## src/rtl/raster_cmd_decoder.sv

```systemverilog
// Serial opcode/parameter beat decoder for the rasterizer front end.
// Assembles PIXEL/LINE/RECT/CLEAR bundles and issues them over a valid/ready port.
module raster_cmd_decoder #(
    parameter int COORD_W = 3,
    parameter int PARAM_W = 5,
    parameter int TIMEOUT = 16
) (
    input  logic               clk,
    input  logic               rst,
    input  logic               in_valid,
    output logic               in_ready,
    input  logic [1:0]         in_cmd,
    input  logic [PARAM_W-1:0] in_param,
    output logic               out_valid,
    input  logic               out_ready,
    output logic [1:0]         out_op,
    output logic [COORD_W-1:0] out_x1,
    output logic [COORD_W-1:0] out_y1,
    output logic [COORD_W-1:0] out_x2,
    output logic [COORD_W-1:0] out_y2,
    output logic               busy,
    output logic               err,
    output logic [1:0]         err_code,
    output logic [1:0]         dbg_state
);

    localparam logic [1:0] CMD_NOP   = 2'b00;
    localparam logic [1:0] CMD_PIXEL = 2'b01;
    localparam logic [1:0] OP_CLEAR  = 2'd0;
    localparam logic [1:0] OP_PIXEL  = 2'd1;
    localparam logic [1:0] ERR_PROTO = 2'd1;
    localparam logic [1:0] ERR_TMO   = 2'd2;

    localparam int TW         = (TIMEOUT > 1) ? $clog2(TIMEOUT) : 1;
    localparam int TMO_LAST_I = (TIMEOUT > 0) ? TIMEOUT - 1 : 0;
    localparam logic [TW-1:0] TMO_LAST = TMO_LAST_I[TW-1:0];

    // Debug encoding on dbg_state: IDLE=0, LOAD=1, ISSUE=2.
    typedef enum logic [1:0] {
        S_IDLE  = 2'd0,
        S_LOAD  = 2'd1,
        S_ISSUE = 2'd2
    } state_t;

    state_t             state, state_n;
    logic [1:0]         cnt, cnt_n;
    logic [TW-1:0]      tmo, tmo_n;
    logic [1:0]         op_q, op_n;
    logic [COORD_W-1:0] x1_q, y1_q, x2_q, y2_q;
    logic [COORD_W-1:0] x1_n, y1_n, x2_n, y2_n;
    logic               err_q, err_n;
    logic [1:0]         code_q, code_n;

    logic               accept;
    logic               last_beat;
    logic [COORD_W-1:0] field;

    // Handshakes: a transfer happens on a rising edge where valid && ready.
    // Input side: the source holds in_cmd/in_param stable while in_valid is
    // high and not yet accepted. Output side: the bundle is held stable from
    // out_valid rising until the edge where out_ready is also high.
    assign in_ready  = (state != S_ISSUE) && !rst;
    assign accept    = in_valid && in_ready;
    assign field     = in_param[COORD_W-1:0];
    assign last_beat = (op_q == OP_PIXEL) ? (cnt == 2'd1) : (cnt == 2'd3);

    assign out_valid = (state == S_ISSUE);
    assign busy      = (state != S_IDLE);
    assign out_op    = op_q;
    assign out_x1    = x1_q;
    assign out_y1    = y1_q;
    assign out_x2    = x2_q;
    assign out_y2    = y2_q;
    assign err       = err_q;
    assign err_code  = code_q;
    assign dbg_state = state;

    always_comb begin
        state_n = state;
        cnt_n   = cnt;
        tmo_n   = tmo;
        op_n    = op_q;
        x1_n    = x1_q;
        y1_n    = y1_q;
        x2_n    = x2_q;
        y2_n    = y2_q;
        err_n   = 1'b0;
        code_n  = code_q;

        case (state)
            S_IDLE: begin
                if (accept) begin
                    if (in_cmd == CMD_PIXEL && (&in_param)) begin
                        op_n    = OP_CLEAR;
                        state_n = S_ISSUE;
                    end else if (in_cmd != CMD_NOP) begin
                        op_n    = in_cmd;
                        x1_n    = field;
                        cnt_n   = 2'd1;
                        tmo_n   = '0;
                        state_n = S_LOAD;
                    end
                end
            end

            S_LOAD: begin
                if (accept) begin
                    if (in_cmd != CMD_NOP) begin
                        // The offending opcode is swallowed, not restarted.
                        err_n   = 1'b1;
                        code_n  = ERR_PROTO;
                        state_n = S_IDLE;
                    end else begin
                        case (cnt)
                            2'd1:    y1_n = field;
                            2'd2:    x2_n = field;
                            default: y2_n = field;
                        endcase
                        cnt_n = cnt + 2'd1;
                        tmo_n = '0;
                        if (last_beat) begin
                            state_n = S_ISSUE;
                        end
                    end
                end else if (TIMEOUT > 0) begin
                    if (tmo == TMO_LAST) begin
                        err_n   = 1'b1;
                        code_n  = ERR_TMO;
                        state_n = S_IDLE;
                    end else begin
                        tmo_n = tmo + TW'(1);
                    end
                end
            end

            S_ISSUE: begin
                if (out_ready) begin
                    state_n = S_IDLE;
                end
            end

            default: state_n = S_IDLE;
        endcase
    end

    always_ff @(posedge clk) begin
        if (rst) begin
            state  <= S_IDLE;
            cnt    <= 2'd0;
            tmo    <= '0;
            op_q   <= 2'd0;
            x1_q   <= '0;
            y1_q   <= '0;
            x2_q   <= '0;
            y2_q   <= '0;
            err_q  <= 1'b0;
            code_q <= 2'd0;
        end else begin
            state  <= state_n;
            cnt    <= cnt_n;
            tmo    <= tmo_n;
            op_q   <= op_n;
            x1_q   <= x1_n;
            y1_q   <= y1_n;
            x2_q   <= x2_n;
            y2_q   <= y2_n;
            err_q  <= err_n;
            code_q <= code_n;
        end
    end

endmodule
```

## config.mk

```make
export PLATFORM = sky130hd
export DESIGN_NAME = raster_cmd_decoder
export DESIGN_NICKNAME = d
export VERILOG_FILES = /design/src/rtl/raster_cmd_decoder.sv
export SDC_FILE = /design/constraint.sdc
export NUM_CORES = 1
export LEC_CHECK = 0
export CORE_MARGIN = 5
export CORE_UTILIZATION = 40
export CTS_CLUSTER_DIAMETER = 30
export DETAILED_ROUTE_END_ITERATION = 16
export DONT_BUFFER_PORTS = 1
export MAX_ROUTING_LAYER = met4
export SLEW_MARGIN = 20
export SYNTH_ARGS = -nofsm -noshare
export SYNTH_HDL_FRONTEND = slang
export SYNTH_SLANG_ARGS = --single-unit
```

## constraint.sdc

```tcl
create_clock -name clk -period 1.8 [get_ports clk]
set_input_delay 0.36 -clock clk [delete_from_list [all_inputs] [get_ports clk]]
set_output_delay 0.36 -clock clk [all_outputs]
set_load 0.02 [all_outputs]
```

# Word level (Yosys, flattened, before mapping)
# Cells that the tools add are included.
# op_classes
shift	0
n_lt_le_gt_ge	0
bitwise_logic	4
n_reduce_logical	22
add_sub_neg	2
n_div	0
mux	29
n_eq_ne	21
n_mul	0
# ops
operator	count
$mux W2	16
$mux W4	6
$reduce_and A4 Y1	4
$ne A2 B2 Y1 const B	6
$ne A3 B3 Y1 const B	4
$reduce_and A6 Y1	2
$reduce_and A5 Y1	2
$reduce_bool A2 Y1	5
$eq A2 B1 Y1 const B	4
$pmux W4 S2	1
$eq A2 B2 Y1 const B	3
$pmux W2 S3	1
$reduce_and A3 Y1	2
$add A4 B1 Y4 const B	1
$eq A4 B4 Y1 const B	1
$mux W1	4
$ne A2 B1 Y1 const B	2
$ne A4 B4 Y1 const B	1
$not A1 Y1	4
$pmux W2 S2	1
$reduce_or A2 Y1	2
$logic_and A1 B1 Y1	3
$add A2 B1 Y2 const B	1
$logic_not A2 Y1	1
$logic_not A1 Y1	1
# word_totals
n_memories	0
latch_bits	0
output_inout_bits	22
rom_bits	0
inputBits	11
regBits	25
ram_bits	0
word_cells	88

# Logic depth before layout (Yosys ltp)
# Gate-level depths: netlist of run 1.
# logic_depth
word_depth	6
depth_mapped	5
ltp_nobuf	5

# Least setup slack after synthesis of run 1
# No wires, ideal clock.
# synth_path
kind	reg-to-reg
from	register state[1] (netlist: dbg_state[1])
to	register tmo[1]
period_less_slack_ns	1.562
required_ns	1.728
path_stages_with_launch	5
setup_ns	0.072
path_buffers	0
arrival_ns	1.491
slack_ns	0.238
path_cell_list	dfxtp_1 or3b_4 a211oi_4 a211o_4 mux2i_1
# synth_via
elab_chain_cells	5
word_cells_on_any_way	14
cone_classes	eq/ne (7); mux (2); reduce/logical (5)
# synth_rtl
element	line	source
start, declared	45	state_t state, state_n;
start signal, assigned	159	state <= state_n;
$ne A2 B2 Y1	62	assign in_ready = (state != S_ISSUE) && !rst;
$logic_and A1 B1 Y1	62	
$logic_and A1 B1 Y1	63	assign accept = in_valid && in_ready;
$ne A3 B3 Y1 (no line) (tied with other cells)	--	
$reduce_and A6 Y1 (no line) / $pmux W4 S2 (equally long branches)	--	
end signal, assigned	161	tmo <= tmo_n;
end, declared	47	logic [TW-1:0] tmo, tmo_n;
# Parallel ways exist; a longest one is shown, timed or not.
# A chain may end at the register's enable or synchronous reset.

# Worst setup path after layout of run 1
# layout_path
from	register state[1] (netlist: dbg_state[1])
to	output in_ready
# layout_via
elab_chain_cells	2
# layout_rtl
element	line	source
$ne A2 B2 Y1	62	
$logic_and A1 B1 Y1	62	
end, declared	11	output logic in_ready,
# Every way passes these cells.

==> impl_metrics.py, run 1 <==
metrics = {
    "final_layout": {
        "instances_no_fill": 165,
        "nFillCells": 320,
        "drive_gt1_frac": 0.144,
        "final_common_cell": "dfxtp_1",
        "multiInputGateArea_um2": 692,
        "antenna_cells": 0,
        "nNetsFinal": 148,
        "seq_area_um2": 500,
        "final_cell_mix": "dfxtp_1, nor2_1, mux2i_1, a21oi_1",
        "syn2layout_area_growth_pct": 7.28,
    },
    "grt": {
        "grt_pass1_vias": 937,
        "track_usage": 0.135,
        "gr-total-overflow": 0,
        "grt_max_degree": 24,
        "grt_pass1_wl_um": 4350,
        "antenna_found_initial": 0,
    },
    "detailed_routing": {
        "wl_met3_um": 212,
        "antenna_left": 0,
        "top_layer": "met4",
        "vias": 933,
        "wl_met2_um": 1170,
        "wire_per_inst_um": 15.8,
        "via_per_inst": 5.65,
        "drcViolationCount": 0,
        "met1_length_um": 1200,
        "drt_iter0_drc": 55,
        "finalWirelength_um": 2610,
        "dr.pass1.iters": 4,
    },
    "placement": {
        "port-buffer-count": 0,
        "dpl.hpwl_um": 1990,
        "gp_congestion": 0.862,
        "dp.cells": 161,
    },
    "clock_tree": {
        "cts-buffers-inserted": 3,
        "cts_root_buf": "clkbuf_4",
        "clock_latency_ns": 0.32,
        "hold_buffers": 0,
        "cts_sinks": 25,
        "cts_max_path_buffers": 2,
        "cts_tree": "built",
        "htree_num_levels": 1,
        "path_clk_slew_ns": 0.14,
        "post_cts_buffers": 0,
    },
    "synth": {
        "yosys_warnings": 0,
        "synth_ff_type": "dfxtp_1",
        "synth_area_mm2": 0.00122,
        "yosysUniqueCellTypes": 41,
        "yosysSeqAreaShare": 0.410,
        "synth-edff-count": 0,
        "avgSynthCellArea_um2": 9.46,
        "async_flop_share": 0,
        "yosys.area.top_type": "dfxtp_1",
        "synthCells": 129,
        "ys_top_cells_by_area": "dfxtp_1, mux2i_1, nor2_1",
        "yosysTopAreaCellShare": 0.410,
        "synth_nets": 144,
        "synth-seq-cells": 25,
    },
    "power_and_ir_drop": {
        "power_mw": 0.970,
        "ir_drop_mv": 0.483,
        "power_density_mw_per_mm2": 741,
        "p_leak_nw": 0.562,
    },
    "sta": {
        "drv_slew": 0,
        "setup-tns-final_ns": 0,
        "period_minus_slack_ns": 1.70,
        "fin_skew_ns": 0.00443,
        "rsz0062_at_grt": "no",
        "setup_viol": 0,
        "fmax_ghz": 0.590,
        "hold_viol_final": 0,
        "slew_headroom": 0.750,
        "finalCritPeriodShare": 0.942,
        "worstMarginPinSlew_ns": 0.374,
    },
    "worst_setup_path": {
        "crit_start": "dbg_state[1]",
        "path_class": "reg2out",
        "crit_path_start_kind": "flop",
        "required_ns": 1.44,
        "worstPathMaxFanout": 6,
        "cp.arrival_ns": 1.34,
        "reg2reg_from": "dbg_state[1]",
        "cp-end-kind": "output pin",
    },
    "hold_path": {
        "min_from": "rst",
        "min_path_type": "in2reg",
    },
    "floorplanning": {
        "rows": 20,
        "start_util": 0.410,
        "die_h_um": 65.2,
        "ios": 33,
        "die_x_um": 65.2,
        "die_area_mm2": 0.00425,
        "core_mm2": 0.00298,
    },
    "outcome": {
        "status": "finished, final reports clean",
    },
    "flow_run": {
        "cap_violations": 0,
    },
}
-- power breakdown --
group          total [mW]  switching [mW]  internal (mW)
clock               0.258           0.173         0.0851
combinational       0.116          0.0623         0.0533
sequential          0.596          0.0272          0.569
total               0.970           0.263          0.707
-- registers in the layout, summed over array words and instances, names as in the netlist --
| signal | flops |
|---|---|
| cnt | 2 |
| dbg_state | 2 |
| err | 1 |
| err_code | 2 |
| out_op | 2 |
| out_x1 | 3 |
| out_x2 | 3 |
| out_y1 | 3 |
| out_y2 | 3 |
| tmo | 4 |
-- through the flow --
stage | hold WS, ns | cell area [µm²] | setup slack [ns] | utilization
2_1_floorplan | 0.440 | 1220 | 0.238 | -
3_3_place_gp | 0.433 | 1260 | 0.234 | 0.424
3_5_place_dp | 0.434 | 1260 | 0.175 | 0.424
4_1_cts | 0.0669 | 1290 | 0.0689 | 0.434
5_1_grt | 0.0585 | 1310 | 0.0106 | 0.439
6_report | 0.0812 | 1310 | 0.104 | 0.439
-- per-layer routing --
| metal | vias to the layer above | global-route usage |
|---|---|---|
| li1 | 466 | - |
| met1 | 434 | 0.164 |
| met2 | 29 | 0.211 |
| met3 | 4 | 0.0513 |
| met4 | 0 | 0.0311 |
| met5 | - | - |
-- area by class of cell --
cell class / instances / area share
tap: 33 / 0.0315
sequential: 25 / 0.382
inverter: 6 / 0.0172
clock inverter: 1 / 0.00574
timing repair buffer: 3 / 0.0172
multi-input combinational: 94 / 0.529
clock buffer: 3 / 0.0172
-- worst max-delay path: stages, from the launching register on --
cell	delay [ns]
dfxtp_1	0.40
buf_4	0.19
and2b_2	0.26
nor2_4	0.16
-- final timing paths --
check                     end  slack [ns]  cells after the start
hold reg to reg        tmo[1]        0.50                      2
hold / removal    err_code[0]        0.08                      1
setup / recovery     in_ready        0.10                      3
setup reg to reg       tmo[1]        0.16                      4
-- what timing repair did --
| action | CTS | global route |
|---|---|---|
| resized for setup | 1 | 3 |
| pin swaps | 0 | 0 |
| endpoints found under the setup margin | 1 | 2 |
-- cells by family (layout without fill, tap and decap cells) --
group	after synthesis	in the layout	synth area share
adder cells (fa/ha/maj)	4	4	0.0410
XOR/XNOR	1	1	0.00718
flip-flops	25	25	0.410
AND/OR/NAND/NOR	48	48	0.210
multiplexers	13	13	0.107
buffers and inverters	10	13	0.0369
AO/OA/AOI/OAI	28	28	0.188
-- Yosys cell counts (2+ instances only) --
cell / number
buf_4: 2
ha_1: 4
a22oi_1: 2
nand3_1: 4
o21ai_0: 5
o21bai_1: 2
nand2_1: 4
nor2_1: 20
and3_1: 2
nor2b_1: 2
clkbuf_1: 2
a21oi_1: 7
inv_1: 5
nand4_1: 3
dfxtp_1: 25
mux2i_1: 13
nand2b_1: 3
(Power assumes the default switching activity.)
==> run 2: changes to the inputs <==
--- a/config.mk
+++ b/config.mk
@@ -10,6 +10,7 @@
 export CTS_CLUSTER_DIAMETER = 30
 export DETAILED_ROUTE_END_ITERATION = 16
 export DONT_BUFFER_PORTS = 1
+export GPL_TIMING_DRIVEN = 1
 export MAX_ROUTING_LAYER = met4
 export SLEW_MARGIN = 20
 export SYNTH_ARGS = -nofsm -noshare
==> constraint.sdc (replaced) <==
create_clock -name clk -period 1.8 [get_ports clk]
set_input_delay 0.54 -clock clk [delete_from_list [all_inputs] [get_ports clk]]
set_output_delay 0.54 -clock clk [all_outputs]
set_load 0.05 [all_outputs]
==> run 2 against run 1 <==
  * Non-clock buffer count rose by 5
  * Utilization is 1.5 points higher
  * Via count increased by 6.0%
  * Count of clock-buffer cells in the layout is 1 higher
  * Largest power group unchanged
  * Sequential cell count stayed put
  * Routed wire length up 8.9%
  * Global-route usage rose by 0.86 points
  * Cell count up 3.0%
==> impl_metrics.py, run 2 (synthesis results as in run 1) <==
metrics = {
    "outcome": {
        "status": "finished, final reports clean",
    },
    "floorplanning": {
        "core_mm2": 0.00298,
        "ios": 33,
        "die_area_mm2": 0.00425,
        "die_x_um": 65.2,
        "start_util": 0.410,
        "die_h_um": 65.2,
        "rows": 20,
    },
    "detailed_routing": {
        "vias": 989,
        "drt_iter0_drc": 13,
        "finalWirelength_um": 2850,
        "drcViolationCount": 0,
        "wire_per_inst_um": 16.7,
        "antenna_left": 0,
        "dr.pass1.iters": 4,
        "via_per_inst": 5.82,
    },
    "clock_tree": {
        "htree_num_levels": 1,
        "cts_tree": "built",
        "clock_latency_ns": 0.32,
        "cts_max_path_buffers": 2,
        "cts-buffers-inserted": 3,
        "post_cts_buffers": 0,
        "cts_sinks": 25,
        "cts_root_buf": "clkbuf_4",
        "path_clk_slew_ns": 0.14,
    },
    "worst_setup_path": {
        "path_class": "reg2out",
        "cp-end-kind": "output pin",
        "cp_cell_sequence": "and2b_2 > nor2_4 > buf_12",
        "crit_path_start_kind": "flop",
        "r2r_end": "tmo[2]",
        "cp.arrival_ns": 1.23,
        "required_ns": 1.26,
        "crit_start": "dbg_state[0]",
        "cp_slowest_cell": "dfxtp_4",
        "cp_slowest_stage_delay_ns": 0.42,
        "worstPathMaxFanout": 9,
        "r2r_cells": 4,
        "timing.critical_path.to": "in_ready",
        "critical_path_buf_inv_count": 1,
        "reg2reg_from": "dbg_state[0]",
        "regToRegSetupSlack_ns": 0.19,
        "crit_family": "flip-flops",
        "path_depth": 3,
    },
    "final_layout": {
        "final_common_cell": "dfxtp_1",
        "final_cell_mix": "dfxtp_1, nor2_1, mux2i_1, a21oi_1, buf_4",
        "nNetsFinal": 153,
        "antenna_cells": 0,
        "drive_gt1_frac": 0.182,
        "largest_reg_flops": 4,
        "utilization": 0.454,
        "top_register": "tmo",
        "instances_no_fill": 170,
        "syn2layout_area_growth_pct": 10.9,
    },
    "sta": {
        "worstMarginPinSlew_ns": 0.547,
        "hold_viol_final": 0,
        "setup_viol": 0,
        "fmax_ghz": 0.565,
        "setup-tns-final_ns": 0,
        "fin_ws_ns": 0.0302,
        "fin_skew_ns": 0.00686,
        "rsz0062_at_grt": "yes",
        "period_minus_slack_ns": 1.77,
        "drv_slew": 0,
        "finalCritPeriodShare": 0.983,
        "slew_headroom": 0.635,
    },
    "grt": {
        "gr-total-overflow": 0,
        "grt_max_degree": 24,
        "antenna_found_initial": 0,
        "grt_pass1_wl_um": 4710,
        "track_usage": 0.143,
        "grt_pass1_vias": 992,
    },
    "placement": {
        "place_ws_ns": 0.0711,
        "dpl.hpwl_um": 2150,
        "dp.cells": 166,
        "port-buffer-count": 0,
        "gp_congestion": 0.824,
    },
    "power_and_ir_drop": {
        "power_density_mw_per_mm2": 750,
        "p_leak_nw": 0.597,
        "ir_drop_mv": 0.405,
    },
    "flow_run": {
        "cap_violations": 0,
    },
    "hold_path": {
        "min_path_type": "in2reg",
    },
}
run 2: worst min path at each step:
stage / startpoint / endpoint / slack [ns] / depth (start not counted)
finish: rst / err_code[0] / 0.27 / 1
global route: rst / tmo[2] / 0.24 / 1
CTS: rst / err_code[1] / 0.26 / 1
detailed placement: tmo[0] / tmo[0] / 0.48 / 1
global placement: tmo[0] / tmo[0] / 0.45 / 1
floorplan: tmo[0] / tmo[0] / 0.44 / 1
run 2: report_power, final:
part	leakage [nW]	total (mW)	internal, mW	switching, mW
clock network	0.0150	0.254	0.0869	0.167
registers	0.204	0.608	0.569	0.0394
logic	0.378	0.152	0.0629	0.0889
total	0.597	1.01	0.719	0.295
run 2: metal layers:
layer  wire length, µm  global-route usage
met5                 0                   -
met4                28              0.0389
met3               174              0.0325
met2              1490               0.249
met1              1150               0.166
run 2: timing repair:
action | 4_1_cts | 5_1_grt
resized for setup | 0 | 2
setup endpoints to repair | 0 | 2
hold buffers | 0 | 0
run 2: final cells by class:
type / count / area (µm²)
clock buffer: 4 / 26.3
tap: 33 / 41.3
fill: 292 / 1630
multi-input combinational: 94 / 684
inverter: 6 / 22.5
timing repair buffer: 8 / 72.6
sequential: 25 / 505
run 2: stage by stage:
| stage | hold slack [ns] | power, mW | cell area (µm²) |
|---|---|---|---|
| after detailed placement | 0.484 | 0.772 | 1320 |
| after floorplan | 0.440 | 0.742 | 1230 |
| after global routing | 0.238 | 1.07 | 1350 |
| after global placement | 0.451 | 0.770 | 1320 |
| after CTS | 0.261 | 1.02 | 1350 |
| final | 0.268 | 1.01 | 1350 |
==> run 3: changes to the inputs <==
--- a/config.mk
+++ b/config.mk
@@ -5,6 +5,7 @@
 export SDC_FILE = /design/constraint.sdc
 export NUM_CORES = 1
 export LEC_CHECK = 0
+export CORE_ASPECT_RATIO = 1.5
 export CORE_MARGIN = 5
 export CORE_UTILIZATION = 40
 export CTS_CLUSTER_DIAMETER = 30
==> run 3 against run 2 <==
  * Worst hold slack gained 0.070 ns
  * First-iteration DRC count grew to 2.6 times the previous value
  * Clock skew shrank 0.0041 ns
  * Fmax grew 1.5%
  * Global-route usage grew 0.95 points
  * Cell count grew 3.5%
  * Power grew 7.5%
  * Die area grew 0.53%
  * Non-clock buffer count is the same
==> impl_metrics.py, run 3 (synthesis results as in run 1) <==
metrics = {
    "outcome": {
        "status": "finished, final reports clean",
    },
    "final_layout": {
        "nNetsFinal": 153,
        "top_register": "tmo",
        "stdcell_area_mm2": 0.00139,
        "drive_gt1_frac": 0.190,
        "largest_reg_flops": 4,
        "final_common_cell": "dfxtp_1",
        "final_cell_mix": "dfxtp_1, nor2_1, mux2i_1, a21oi_1, buf_4",
        "syn2layout_area_growth_pct": 13.9,
        "utilization": 0.477,
        "antenna_cells": 0,
    },
    "worst_setup_path": {
        "required_ns": 1.26,
        "cp_slowest_cell": "dfxtp_2",
        "cp_slowest_stage_delay_ns": 0.44,
        "crit_family": "flip-flops",
        "cp_cell_sequence": "and2b_2 > nor2_4 > buf_12",
        "reg2reg_from": "dbg_state[0]",
        "worstPathMaxFanout": 9,
        "path_class": "reg2out",
        "cp.arrival_ns": 1.20,
        "cp-end-kind": "output pin",
        "crit_path_start_kind": "flop",
        "critical_path_buf_inv_count": 1,
        "crit_start": "dbg_state[0]",
    },
    "detailed_routing": {
        "vias": 996,
        "wire_per_inst_um": 16.5,
        "drt_iter0_drc": 34,
        "dr.pass1.iters": 4,
        "antenna_left": 0,
        "drcViolationCount": 0,
        "via_per_inst": 5.66,
        "finalWirelength_um": 2900,
    },
    "clock_tree": {
        "cts_tree": "built",
        "htree_num_levels": 1,
        "cts_sinks": 25,
        "cts_root_buf": "clkbuf_8",
        "cts-buffers-inserted": 3,
        "cts_max_path_buffers": 2,
        "clock_latency_ns": 0.26,
        "path_clk_slew_ns": 0.08,
    },
    "placement": {
        "postPlaceCellArea_mm2": 0.00134,
        "gp_congestion": 0.819,
        "dpl.hpwl_um": 2280,
        "port-buffer-count": 0,
    },
    "hold_path": {
        "min_from": "rst",
        "min_path_type": "in2reg",
    },
    "sta": {
        "rsz0062_at_grt": "no",
        "drv_slew": 0,
        "fin_hold_ws_ns": 0.338,
        "fmax_ghz": 0.573,
        "hold_viol_final": 0,
        "finalCritPeriodShare": 0.969,
        "setup_viol": 0,
        "slew_headroom": 0.643,
        "period_minus_slack_ns": 1.74,
        "setup-tns-final_ns": 0,
        "worstMarginPinSlew_ns": 0.535,
        "fin_skew_ns": 0.00276,
    },
    "grt": {
        "antenna_found_initial": 0,
        "grt_max_degree": 24,
        "grt_pass1_vias": 985,
        "track_usage": 0.153,
        "gr-total-overflow": 0,
        "grt_pass1_wl_um": 4790,
    },
    "floorplanning": {
        "ios": 33,
        "die_h_um": 77.6,
        "core_mm2": 0.00291,
        "die_x_um": 55.1,
        "rows": 24,
        "start_util": 0.419,
        "die_area_mm2": 0.00428,
    },
    "power_and_ir_drop": {
        "p_leak_nw": 0.610,
        "ir_drop_mv": 0.548,
        "power_density_mw_per_mm2": 784,
    },
    "flow_run": {
        "cap_violations": 0,
    },
}
-- run 3: layout make-up --
| cell class | count | area [µm²] |
|---|---|---|
| clock buffers | 3 | 41.3 |
| clock inverters | 1 | 5.00 |
| fillers | 301 | 1520 |
| inverters | 6 | 22.5 |
| multi-input cells | 94 | 684 |
| flip-flops and latches | 25 | 503 |
| well taps | 39 | 48.8 |
| repair buffers | 8 | 85.1 |
-- run 3: final timing paths --
kind / endpoint / slack (ns) / cells past startpoint
worst min-delay path: tmo[2] / 0.34 / 1
worst max register to register: dbg_state[1] / 0.18 / 4
worst min register to register: tmo[0] / 0.49 / 1
worst max-delay path: in_ready / 0.06 / 3
-- run 3: per-layer routing --
layer / up-vias / global-route usage / part of all wire
met5: - / - / 0
li1: 478 / - / -
met4: 0 / 0.0438 / 0.0055
met2: 28 / 0.245 / 0.55
met1: 488 / 0.180 / 0.37
met3: 2 / 0.0460 / 0.077
-- run 3: through the flow --
step           power (mW)  cells  setup slack (ns)
4_1_cts              1.10    176            0.0554
3_3_place_gp        0.776    172             0.110
5_1_grt              1.14    176            0.0227
6_report             1.09    176            0.0557
2_1_floorplan       0.742    129            0.0442
3_5_place_dp        0.779    172            0.0747
-- run 3: power breakdown --
part,switching (mW),internal (mW),leakage (nW)
combinational,0.0884,0.0679,0.381
sequential,0.0408,0.569,0.204
clock,0.170,0.154,0.0255
-- run 3: what timing repair did --
item | CTS | global route
resized for setup | 0 | 1
buffers inserted | 0 | 0
hold buffers | 0 | 0
endpoints found under the setup margin | 0 | 1
